===== config.mk =====
export PLATFORM = sky130hd
export DESIGN_NAME = player_ctl_flat
export DESIGN_NICKNAME = d
export VERILOG_FILES = /design/src/rtl/player_ctl_if.sv /design/src/rtl/player_ctl.sv /design/src/flat_wrapper.sv
export SDC_FILE = /design/constraint.sdc
export NUM_CORES = 1
export LEC_CHECK = 0
export BUFFER_PORTS_ARGS = -buffer_cell sky130_fd_sc_hd__buf_2
export CORE_MARGIN = 1
export CORE_UTILIZATION = 23
export DETAILED_ROUTE_END_ITERATION = 10
export PLACE_DENSITY_LB_ADDON = 0.12
export SLEW_MARGIN = 5
export SYNTH_ARGS = -nofsm -noshare
export SYNTH_HDL_FRONTEND = slang
export SYNTH_SLANG_ARGS = --single-unit
export TNS_END_PERCENT = 20

===== constraint.sdc =====
create_clock -name clk -period 2.74 [get_ports clk]
set_input_delay 0.548 -clock clk [delete_from_list [all_inputs] [get_ports clk]]
set_output_delay 0.548 -clock clk [all_outputs]
set_load 0.05 [all_outputs]

===== src/rtl/player_ctl_if.sv =====
// ---------------------------------------------------------------------------
// state_pkg / player_ctl_if
//
// state_pkg    : sprite pose type shared by the controller and the drawer.
// player_ctl_if: bundle between the frame/keyboard side and the player
//                controller.
//   vblnk_in     : vertical blanking level, rising edge = frame tick
//   left/right   : horizontal move request levels
//   jump         : jump request level
//   xpos_player  : 12-bit sprite horizontal offset
//   ypos_player  : 12-bit jump height above ground
//   state        : sprite pose (IDLE / RIGHT / LEFT)
//   airborne     : high while a jump is in progress
// Modports: master drives the requests and observes the outputs,
//           slave is the controller side.
// ---------------------------------------------------------------------------
package state_pkg;

   typedef enum logic [1:0] {
      IDLE  = 2'd0,
      RIGHT = 2'd1,
      LEFT  = 2'd2
   } State;

endpackage : state_pkg

interface player_ctl_if;
   import state_pkg::*;

   logic        vblnk_in;
   logic        left;
   logic        right;
   logic        jump;
   logic [11:0] xpos_player;
   logic [11:0] ypos_player;
   State        state;
   logic        airborne;

   modport master (
      output vblnk_in,
      output left,
      output right,
      output jump,
      input  xpos_player,
      input  ypos_player,
      input  state,
      input  airborne
   );

   modport slave (
      input  vblnk_in,
      input  left,
      input  right,
      input  jump,
      output xpos_player,
      output ypos_player,
      output state,
      output airborne
   );

endinterface : player_ctl_if


===== src/rtl/player_ctl.sv =====
// ---------------------------------------------------------------------------
// player_ctl
//
// Frame-rate player controller. Once per frame (rising edge of vblnk_in) the
// keyboard request levels are sampled, the sprite pose is decoded, the
// horizontal position is stepped with saturation at the screen edges and a
// three-state vertical FSM advances the jump arc. Between frame ticks every
// output holds its value.
//
// Ports:
//   clk  : pixel clock, the only clock
//   rst  : synchronous active-high reset
//   pif  : player_ctl_if.slave
//          in  : vblnk_in, left, right, jump
//          out : xpos_player, ypos_player, state, airborne (all registered)
// ---------------------------------------------------------------------------
module player_ctl
   import state_pkg::*;
#(
   parameter logic [11:0] X_INIT = 12'd492,
   parameter logic [11:0] X_MAX  = 12'd984,
   parameter logic [11:0] X_STEP = 12'd4,
   parameter logic [11:0] Y_STEP = 12'd6,
   parameter logic [11:0] JUMP_H = 12'd96
) (
   input  logic         clk,
   input  logic         rst,
   player_ctl_if.slave  pif
);

   typedef enum logic [1:0] {
      GROUND = 2'd0,
      RISE   = 2'd1,
      FALL   = 2'd2
   } vstate_t;

   // Saturating left step: clamps at the left screen edge.
   function automatic logic [11:0] step_left(input logic [11:0] x);
      logic [11:0] r;
      if (x < X_STEP) begin
         r = 12'd0;
      end else begin
         r = x - X_STEP;
      end
      return r;
   endfunction

   // Saturating right step: clamps at X_MAX without ever forming x + X_STEP
   // when that could exceed the legal range.
   function automatic logic [11:0] step_right(input logic [11:0] x);
      logic [11:0] r;
      if (x > (X_MAX - X_STEP)) begin
         r = X_MAX;
      end else begin
         r = x + X_STEP;
      end
      return r;
   endfunction

   // Pose decode: both or neither key pressed is treated as standing still.
   function automatic State decode_dir(input logic l, input logic r);
      State d;
      case ({l, r})
         2'b10:   d = LEFT;
         2'b01:   d = RIGHT;
         default: d = IDLE;
      endcase
      return d;
   endfunction

   // Registers
   logic        vblnk_d_r;
   logic [11:0] xpos_r;
   logic [11:0] ypos_r;
   State        state_r;
   logic        airborne_r;
   vstate_t     vstate_r;

   // Next values
   logic        tick_s;
   State        dir_s;
   logic [11:0] xpos_nxt_s;
   logic [11:0] ypos_nxt_s;
   State        state_nxt_s;
   logic        airborne_nxt_s;
   vstate_t     vstate_nxt_s;

   // One extra bit so the rise comparison cannot overflow for any parameters.
   logic [12:0] y_sum_s;

   assign tick_s  = pif.vblnk_in & ~vblnk_d_r;
   assign y_sum_s = {1'b0, ypos_r} + {1'b0, Y_STEP};

   // Horizontal position and pose: updated only on the frame tick.
   always_comb begin
      dir_s       = decode_dir(pif.left, pif.right);
      xpos_nxt_s  = xpos_r;
      state_nxt_s = state_r;
      if (tick_s) begin
         state_nxt_s = dir_s;
         case (dir_s)
            LEFT:    xpos_nxt_s = step_left(xpos_r);
            RIGHT:   xpos_nxt_s = step_right(xpos_r);
            default: xpos_nxt_s = xpos_r;
         endcase
      end else begin
         xpos_nxt_s  = xpos_r;
         state_nxt_s = state_r;
      end
   end

   // Vertical jump FSM next-state and height; jump is only looked at in
   // GROUND, so a held key relaunches on the tick after landing.
   always_comb begin
      vstate_nxt_s   = vstate_r;
      ypos_nxt_s     = ypos_r;
      airborne_nxt_s = airborne_r;
      if (tick_s) begin
         case (vstate_r)
            GROUND: begin
               if (pif.jump) begin
                  vstate_nxt_s   = RISE;
                  ypos_nxt_s     = Y_STEP;
                  airborne_nxt_s = 1'b1;
               end else begin
                  vstate_nxt_s   = GROUND;
                  ypos_nxt_s     = 12'd0;
                  airborne_nxt_s = 1'b0;
               end
            end
            RISE: begin
               airborne_nxt_s = 1'b1;
               if (y_sum_s >= {1'b0, JUMP_H}) begin
                  vstate_nxt_s = FALL;
                  ypos_nxt_s   = JUMP_H;
               end else begin
                  vstate_nxt_s = RISE;
                  ypos_nxt_s   = y_sum_s[11:0];
               end
            end
            FALL: begin
               if (ypos_r <= Y_STEP) begin
                  vstate_nxt_s   = GROUND;
                  ypos_nxt_s     = 12'd0;
                  airborne_nxt_s = 1'b0;
               end else begin
                  vstate_nxt_s   = FALL;
                  ypos_nxt_s     = ypos_r - Y_STEP;
                  airborne_nxt_s = 1'b1;
               end
            end
            default: begin
               // Unreachable encoding: recover to a safe landed state.
               vstate_nxt_s   = GROUND;
               ypos_nxt_s     = 12'd0;
               airborne_nxt_s = 1'b0;
            end
         endcase
      end else begin
         vstate_nxt_s   = vstate_r;
         ypos_nxt_s     = ypos_r;
         airborne_nxt_s = airborne_r;
      end
   end

   // State register: edge detector, position, pose and jump FSM. A tick that
   // coincides with reset is dropped because reset takes priority.
   always_ff @(posedge clk) begin
      if (rst) begin
         vblnk_d_r  <= 1'b0;
         xpos_r     <= X_INIT;
         ypos_r     <= 12'd0;
         state_r    <= IDLE;
         airborne_r <= 1'b0;
         vstate_r   <= GROUND;
      end else begin
         vblnk_d_r  <= pif.vblnk_in;
         xpos_r     <= xpos_nxt_s;
         ypos_r     <= ypos_nxt_s;
         state_r    <= state_nxt_s;
         airborne_r <= airborne_nxt_s;
         vstate_r   <= vstate_nxt_s;
      end
   end

   assign pif.xpos_player = xpos_r;
   assign pif.ypos_player = ypos_r;
   assign pif.state       = state_r;
   assign pif.airborne    = airborne_r;

endmodule : player_ctl


===== src/flat_wrapper.sv =====
// flat-port wrapper written by rule: the top's interface ports become plain ports
module player_ctl_flat import state_pkg::*;
#(
   parameter logic [11:0] X_INIT = 12'd492,
   parameter logic [11:0] X_MAX  = 12'd984,
   parameter logic [11:0] X_STEP = 12'd4,
   parameter logic [11:0] Y_STEP = 12'd6,
   parameter logic [11:0] JUMP_H = 12'd96
)
  (clk, rst, pif_vblnk_in, pif_left, pif_right, pif_jump, pif_xpos_player, pif_ypos_player, pif_state, pif_airborne);
  player_ctl_if pif_i ();
  input  logic clk;
  input  logic rst;
  input wire logic [$bits(pif_i.vblnk_in)-1:0] pif_vblnk_in;
  input wire logic [$bits(pif_i.left)-1:0] pif_left;
  input wire logic [$bits(pif_i.right)-1:0] pif_right;
  input wire logic [$bits(pif_i.jump)-1:0] pif_jump;
  output wire logic [$bits(pif_i.xpos_player)-1:0] pif_xpos_player;
  output wire logic [$bits(pif_i.ypos_player)-1:0] pif_ypos_player;
  output wire logic [$bits(pif_i.state)-1:0] pif_state;
  output wire logic [$bits(pif_i.airborne)-1:0] pif_airborne;
  assign pif_i.vblnk_in = pif_vblnk_in;
  assign pif_i.left = pif_left;
  assign pif_i.right = pif_right;
  assign pif_i.jump = pif_jump;
  assign pif_xpos_player = pif_i.xpos_player;
  assign pif_ypos_player = pif_i.ypos_player;
  assign pif_state = pif_i.state;
  assign pif_airborne = pif_i.airborne;
  player_ctl #(.X_INIT(X_INIT), .X_MAX(X_MAX), .X_STEP(X_STEP), .Y_STEP(Y_STEP), .JUMP_H(JUMP_H)) u_core (.clk(clk), .rst(rst), .pif(pif_i));
endmodule

* Yosys cells after proc, flatten, opt, wreduce, memory -nomap -nowiden
Cells that the tools add are included.
** Word-level totals
- Word-level logic and storage cells :: 40
- Output and inout port bits :: 27
- Input bits :: 6
- Bits in registers :: 30
** Cells by class
- Muxes and demuxes :: 15
- Magnitude comparators :: 4
- Equal/unequal tests :: 6
- Add/sub/neg operators :: 4
- Reduce and logical (&&, ||, !) cells :: 3
- Bitwise gates (word level) :: 2
** Operator list (number)
- 12-bit two-way mux :: 4
- 12-bit one-hot mux with 3 select lines :: 1
- 12-bit one-hot mux with 2 select lines :: 1
- 12-bit by 3-bit subtractor with 12-bit output, second input constant :: 2
- 12-bit by 3-bit adder with 13-bit output, second input constant :: 1
- 13-bit by 7-bit >= comparator with 1-bit output, second input constant :: 1
- 12-bit by 3-bit adder with 12-bit output, second input constant :: 1
- 12-bit by 10-bit > comparator with 1-bit output, second input constant :: 1
- 12-bit by 3-bit <= comparator with 1-bit output, second input constant :: 1
- 12-bit by 3-bit less-than comparator with 1-bit output, second input constant :: 1
- 2-bit by 1-bit equality test with 1-bit output, second input constant :: 3
- 2-bit equality test, second input constant :: 3
- 2-bit one-hot mux with 3 select lines :: 1
- 2-bit two-way mux :: 2
- 2-bit one-hot mux with 2 select lines :: 1
- 1-bit two-way mux :: 3
- 3-bit two-way mux :: 1
- 1-bit one-hot mux with 3 select lines :: 1
- 2-bit zero test :: 1
- 2-bit AND reduction :: 1
- 2-bit nonzero test :: 1
- 1-bit AND :: 1
- 1-bit NOT :: 1

* Logic depth before layout (Yosys ltp)
Gate-level depths: netlist of the first run.
- Word-level depth :: 5
- Depth in mapped cells :: 9
- Gate-level depth less buffers :: 8

* Worst setup path before layout of the first run
Ideal clock, no wire load.
- Path kind :: flip-flop to flip-flop
- From :: reg u_core.ypos_r[1], in the netlist u_core.pif.ypos_player[1]
- To :: reg u_core.ypos_r[4], in the netlist u_core.pif.ypos_player[4]
- Path buffers :: 1
- Data required time :: 2670 ps
- Arrival time :: 2492 ps
- Clock period less this slack :: 2562 ps
- Library setup time :: 70 ps
- Stages on the path, launching flop included :: 10
- Setup slack :: 178 ps
- Path through :: dfxtp_1 > buf_6 > inv_1 > ha_1 > or2b_2 > xor2_1 > a31oi_1 > or2_1 > or4_1 > a21oi_1
** Between the ends
- Cells in the longest elaborated chain, start to end :: 4
- Elaborated cells between the ends (all ways) :: 7
- Those cells by class :: add/sub: 2; order compare: 2; mux: 3
** Ends and longest elaborated chain
- start, declared :: RTL line player_ctl.sv:74 : logic [11:0] ypos_r;
- start signal, assigned :: RTL line player_ctl.sv:179 : ypos_r <= ypos_nxt_s;
- 12-bit by 3-bit adder with 13-bit output :: RTL line player_ctl.sv:92 : assign y_sum_s = {1'b0, ypos_r} + {1'b0, Y_STEP};
- 13-bit by 7-bit >= comparator with 1-bit output :: RTL line player_ctl.sv:133 : if (y_sum_s >= {1'b0, JUMP_H}) begin
- 12-bit two-way mux :: RTL line player_ctl.sv:133
- 12-bit one-hot mux with 3 select lines (*) :: RTL line player_ctl.sv:119 : case (vstate_r)
Every way passes the cells marked *; elsewhere a longest branch is shown, timed or not.
A chain may end at the register's enable or synchronous reset.

* Worst setup path after layout of the first run
- From :: reg u_core.ypos_r[2], in the netlist u_core.pif.ypos_player[2]
- To :: reg u_core.ypos_r[4], in the netlist u_core.pif.ypos_player[4]
The elaborated chain is that of the path after synthesis.

==> results.toml, run 1 <==
[finish]
fin_area_sq_um = 2265
antenna-diode-count = 0
fin_nets = 299
layout-drive-gt1-share_pct = 19.65
syn_to_final_growth_pct = 11.52

[clock_tree]
clock-root-buffer = "clkbuf_8"
clk_latency_ns = 0.30
htreeDepth = 1
cts_max_path_buffers = 2
post_cts_buffers = 0
cts.clk_slew.worst_paths_ns = 0.12
cts_made_buffers = 3
cts.repair.resized = 0
clock-sinks = 27
cts_tree = "built"
hold_buffers = 0

[floorplanning]
rows = 33
die_h_um = 95.97
core_sq_um = 8382
die_area_sq_um = 9209
die_w_um = 95.97
pin_count = 33
initial_utilization_pct = 24.23

[route]
drt_wl_total_um = 6080
num_vias = 2033
first_pass_iters = 4
wl_met2_um = 2992
postRouteAntennaNets = 0
top_layer = "met4"
wl_met3_um = 207
dr.first_iter.drc_count = 33
met1_length_um = 2840
viasPerCell = 5.213
wire_per_inst_um = 15.59
drc = 0

[pwr]
powerDensity_nw_per_um2 = 445.3
leakagePower_nw = 0.8770
irDropWorstVdd_uv = 213.5

[setup_path]
critPathCaptureType = "flip-flop"
crit_fanout = 9
max_stage_delay_ns = 0.52
worstPathRequired_ns = 2.98
critical_path_class = "flip-flop to flip-flop"
worst_path_max_delay_cell = "dfxtp_1"
rrSetupSlack_ns = 0.28
r2r_end = "u_core.pif.ypos_player[4]"
start_kind = "flip-flop"
worstReg2RegStart = "u_core.pif.ypos_player[2]"
ff2ff_path_depth = 8
crit_arrival_ns = 2.69
cp_cell_sequence = "inv_1, ha_1, or2b_2, xor2_1, a31oi_1, or2_1, or4_1, a21oi_1"

[min_path]
worstHoldStart = "u_core.pif.state[1]"
holdCritPathClass = "flip-flop to flip-flop"
min_to = "u_core.pif.state[1]"
holdPathStages = 2

[flow_run]
cap_violations = 0

[synth]
synth_top_cell_area_share_pct = 26.62
netlist_area_sq_um = 2031
synth-edff-count = 0
syn_area_per_cell_sq_um = 7.634
synthArstFlopShare_pct = 0
synth_cell_types = 62
yosys_register_bits = 27
synthTopCellsByCount = "a21oi_1, dfxtp_1, nor2_1"
postSynthCellCount = 266
yosysWarnings = 0
synth_top_area_cell = "dfxtp_1"
synth-main-ff-cell = "dfxtp_1"
synth_area_leaders = "dfxtp_1, a21oi_1, o21ai_0, ha_1, nor3_1"
ys_seq_area_share_pct = 26.62
yosysMostFrequentCell = "a21oi_1"

[timing]
slew-limit-headroom_pct = 51.63
setup_viol = 0
worst_pin_slew_ns = 0.7256
slew_violations = 0
fin_crit_ns = 2.455
fmax_mhz = 407.3
grt_setup_unrepaired = "no"
finalClockSkew_ns = 0.01401
tns_ns = 0
fin_crit_sh_pct = 89.60
hold_violations = 0

[placed_design]
port_buffers = 29
hpwl_um = 4305
place.gp.congestion = 0.8298
placedInstanceArea_sq_um = 2216

[global_route]
grt_use_total_pct = 14.17
antenna_found_initial = 0
grt_pass1_wl_um = 9963
grt_overflow = 0
grt_max_degree = 29
grt_pass1_vias = 1942

[outcome]
outcome = "finished clean"
-- worst max-delay path by stage --
stage / startpoint / end / slack [ns] / depth (start not counted)
final: u_core.pif.ypos_player[2] / u_core.pif.ypos_player[4] / 0.28 / 8
after global routing: u_core.pif.ypos_player[2] / u_core.pif.ypos_player[4] / 0.1 / 8
after CTS: u_core.pif.ypos_player[2] / u_core.pif.ypos_player[4] / 0.30 / 8
after detailed placement: u_core.pif.ypos_player[2] / u_core.pif.ypos_player[4] / 0.34 / 8
after global placement: u_core.pif.ypos_player[2] / u_core.pif.ypos_player[4] / 0.39 / 8
after floorplan: u_core.pif.ypos_player[1] / u_core.pif.ypos_player[4] / 0.18 / 9
-- cells in the final DEF, fill, tap and decap left out, types with 3 or more instances in the layout --
cell,count
inv_1,8
dfxtp_1,27
nor2_1,21
o21ai_0,19
a211oi_1,5
ha_1,7
nand3b_1,3
nand2b_1,6
buf_4,7
or4_1,3
xnor2_1,4
nand2_1,17
nor3_1,16
xor2_1,3
clkbuf_8,3
o221ai_1,3
nand3_1,6
nand4_1,4
conb_1,3
o22ai_1,3
buf_2,29
nor4_1,4
o211ai_1,7
nor3b_1,3
nor2b_1,3
a21oi_1,30
-- cells by family after synthesis --
logic type / after synthesis / share of synthesized area, %
AO/OA/AOI/OAI: 88 / 28.04
XOR/XNOR: 7 / 3.019
adder cells (fa/ha/maj): 7 / 4.313
buffers and inverters: 31 / 8.934
flip-flops: 27 / 26.62
multiplexers: 1 / 0.4929
other: 1 / 0.1847
AND/OR/NAND/NOR: 104 / 28.41
-- worst max-delay path: cells and delay by family, from the launching register on --
| family | cells | cell delay (ns) |
|---|---|---|
| AND/OR/NAND/NOR | 3 | 1.12 |
| flip-flops | 1 | 0.52 |
| AO/OA/AOI/OAI | 2 | 0.27 |
| adder cells (fa/ha/maj) | 1 | 0.25 |
| XOR/XNOR | 1 | 0.13 |
| buffers and inverters | 1 | 0.11 |
-- per-stage QoR --
stage	hold slack [ns]	instances	power, mW	setup slack (ns)	util (%)
after floorplan	0.5230	268	0.6921	0.1780	-
after global placement	0.4510	386	0.7603	0.3946	26.44
after detailed placement	0.4546	386	0.7569	0.3391	26.44
after CTS	0.4741	390	1.029	0.2991	27.02
after global routing	0.4969	390	1.066	0.09634	27.02
final	0.4681	390	1.009	0.2850	27.02
-- report_power, final --
part           switching (mW)  internal (mW)  leakage [nW]
combinational           0.194         0.0976         0.635
clock                   0.159          0.104        0.0217
sequential             0.0401          0.413         0.220
total                   0.393          0.615         0.877
-- area by class of cell --
| class | instances | area [sq um] |
|---|---|---|
| Inverter | 8 | 30.03 |
| Clock inverter | 1 | 7.507 |
| Timing Repair Buffer | 36 | 197.7 |
| Sequential cell | 27 | 540.5 |
| Clock buffer | 3 | 41.29 |
| Tap cell | 105 | 131.4 |
| Multi-Input combinational cell | 210 | 1316 |
| Fill cell | 952 | 6117 |
-- layer usage --
metal / vias to the layer above / track usage (%)
met2: 39 / 25.42
li1: 1006 / -
met3: 4 / 2.291
met4: 0 / 2.985
met1: 984 / 17.73
met5: - / 0
-- flip-flops by register name, indices dropped and copies added, names as in the netlist --
| name | flops |
|---|---|
| u_core.pif.airborne | 1 |
| u_core.pif.state | 2 |
| u_core.pif.xpos_player | 10 |
| u_core.pif.ypos_player | 11 |
| u_core.vblnk_d_r | 1 |
| u_core.vstate_r | 2 |
Power figures use the tool's default switching activity.
==> inputs of run 2 (changes only) <==
--- a/config.mk
+++ b/config.mk
@@ -5,7 +5,7 @@
 export SDC_FILE = /design/constraint.sdc
 export NUM_CORES = 1
 export LEC_CHECK = 0
-export BUFFER_PORTS_ARGS = -buffer_cell sky130_fd_sc_hd__buf_2
+export BUFFER_PORTS_ARGS = -buffer_cell sky130_fd_sc_hd__buf_4
 export CORE_MARGIN = 1
 export CORE_UTILIZATION = 23
 export DETAILED_ROUTE_END_ITERATION = 10
==> run 2 against run 1 <==
  * Die area unchanged
  * Routed wire length down 1.9%
  * Clock-buffer cell count unchanged
  * Combinational power increased by 5%
  * Clock power shrank 3%
  * First-iteration DRC count grew 79%
  * Via count is 3.1% lower
  * Fmax rose by 0.57%
  * Register-to-register slack barely moved
  * Final area rose by 3.4%
  * Worst setup slack improved by 0.014 ns
  * Sequential power hardly changed
  * Critical path type unchanged
  * Highest routed layer unchanged
==> results.toml, run 2 (synthesis results as in run 1) <==
[finish]
final_common_cell = "buf_4"
final_core_util_pct = 27.94
largest_reg_flops = 11
layout-drive-gt1-share_pct = 19.93
final_cell_mix = "buf_4, a21oi_1, dfxtp_1"
fin_nets = 300
syn_to_final_growth_pct = 15.34
antenna-diode-count = 0

[setup_path]
r2r_end = "u_core.pif.ypos_player[4]"
worst_path_max_delay_cell = "dfxtp_1"
path_buf_inv = 1
crit_arrival_ns = 2.67
ff2ff_path_depth = 8
max_stage_delay_ns = 0.52
crit_fanout = 9
crit_family = "simple AND/OR/NAND/NOR gates"
start_kind = "flip-flop"
worstReg2RegStart = "u_core.pif.ypos_player[2]"
worstPathRequired_ns = 2.97
rrSetupSlack_ns = 0.30
critical_path_class = "flip-flop to flip-flop"
critPathCaptureType = "flip-flop"
cp_cell_sequence = "inv_1, ha_1, or2b_2, xor2_1, a31oi_1, or2_1, or4_1, a21oi_1"

[timing]
tns_ns = 0
slew-limit-headroom_pct = 58.24
setup_viol = 0
grt_setup_unrepaired = "no"
slew_violations = 0
fin_crit_ns = 2.441
worst_pin_slew_ns = 0.6264
fin_crit_sh_pct = 89.10
finalClockSkew_ns = 0.01052
hold_violations = 0
fmax_mhz = 409.6

[placed_design]
hpwl_um = 4234
port_buffers = 29
place.gp.congestion = 0.7762

[outcome]
outcome = "finished clean"

[pwr]
leakagePower_nw = 0.8999
p_int_mw = 0.6265
pwr-share-seq_pct = 44.8
clockPowerShare_pct = 25.0
powerDensity_nw_per_um2 = 432.6
p_total_mw = 1.013
p_comb_share_pct = 30.2
p_switching_mw = 0.3868
irDropWorstVdd_uv = 197.2
swShare_pct = 38.17

[floorplanning]
initial_utilization_pct = 24.23
die_area_sq_um = 9209
pin_count = 33
die_h_um = 95.97
die_w_um = 95.97
core_sq_um = 8382
rows = 33

[route]
drc = 0
viasPerCell = 5.038
dr.first_iter.drc_count = 59
first_pass_iters = 4
wire_per_inst_um = 15.26
num_vias = 1970
drt_wl_total_um = 5967
postRouteAntennaNets = 0

[min_path]
worstHoldStart = "u_core.pif.state[0]"
min_to = "u_core.pif.state[0]"
holdPathStages = 2
holdCritPathClass = "flip-flop to flip-flop"

[global_route]
grt_overflow = 0
grt_use_total_pct = 13.82
grt_max_degree = 29
grt_pass1_vias = 1915
antenna_found_initial = 0
grt_pass1_wl_um = 9804

[clock_tree]
cts_tree = "built"
hold_buffers = 0
cts_made_buffers = 3
clk_latency_ns = 0.29
cts_max_path_buffers = 2
post_cts_buffers = 0
cts.clk_slew.worst_paths_ns = 0.12
cts.repair.resized = 0
clock-sinks = 27
clock-root-buffer = "clkbuf_8"
htreeDepth = 1

[flow_run]
cap_violations = 0
## run 2: cell count changes in the layout (fill, tap and decap cells not counted), sizes merged
cell      previous run  this run
clkinv               0         1
clkinvlp             1         0
buf                 36        37
## run 2: layer usage
metal | vias to the layer above | track usage, % | routed length, um
met3 | 7 | 2.449 | 165
li1 | 1014 | - | -
met2 | 29 | 24.17 | 2926
met1 | 920 | 17.22 | 2773
met4 | 0 | 4.104 | 101
met5 | - | 0 | 0
## run 2: worst reg2reg max path, cell delays in order, from the launching register on
cell and delay (ns):
dfxtp_1 0.52, inv_1 0.10, ha_1 0.25, or2b_2 0.34, xor2_1 0.13, a31oi_1 0.11
or2_1 0.27, or4_1 0.51, a21oi_1 0.14
## run 2: metrics by stage
stage	setup WS, ns	hold slack (ns)	std cells	cell area [sq um]
6_report	0.2988	0.4649	391	2342
5_1_grt	0.1441	0.5022	391	2342
4_1_cts	0.3243	0.4734	391	2342
3_5_place_dp	0.3497	0.4565	387	2296
3_3_place_gp	0.3833	0.4544	387	2296
2_1_floorplan	0.1780	0.5230	268	2038
## run 2: worst max-delay path by stage
| stage | slack (ns) | start | end | cells past startpoint |
|---|---|---|---|---|
| after detailed placement | 0.35 | u_core.pif.ypos_player[2] | u_core.pif.ypos_player[4] | 8 |
| final | 0.30 | u_core.pif.ypos_player[2] | u_core.pif.ypos_player[4] | 8 |
| after CTS | 0.32 | u_core.pif.ypos_player[2] | u_core.pif.ypos_player[4] | 8 |
| after global placement | 0.38 | u_core.pif.ypos_player[2] | u_core.pif.ypos_player[4] | 8 |
| after floorplan | 0.18 | u_core.pif.ypos_player[1] | u_core.pif.ypos_player[4] | 9 |
| after global routing | 0.14 | u_core.pif.ypos_player[2] | u_core.pif.ypos_player[4] | 8 |
## run 2: power by group through the flow
stage | Clock (mW) | Sequential, mW | Combinational, mW
after floorplan | 0 | 0.502 | 0.190
after global placement | 0 | 0.463 | 0.311
after detailed placement | 0 | 0.463 | 0.307
after CTS | 0.269 | 0.454 | 0.308
after global routing | 0.283 | 0.461 | 0.335
final | 0.254 | 0.454 | 0.306
## run 2: area by class of cell
| type | instances | area, sq um |
|---|---|---|
| flip-flops and latches | 27 | 540.5 |
| well taps | 105 | 131.4 |
| clock buffers | 3 | 41.29 |
| multi-input cells | 210 | 1316 |
| clock inverters | 1 | 5.005 |
| repair buffers | 37 | 277.8 |
| inverters | 8 | 30.03 |
| fillers | 921 | 6040 |
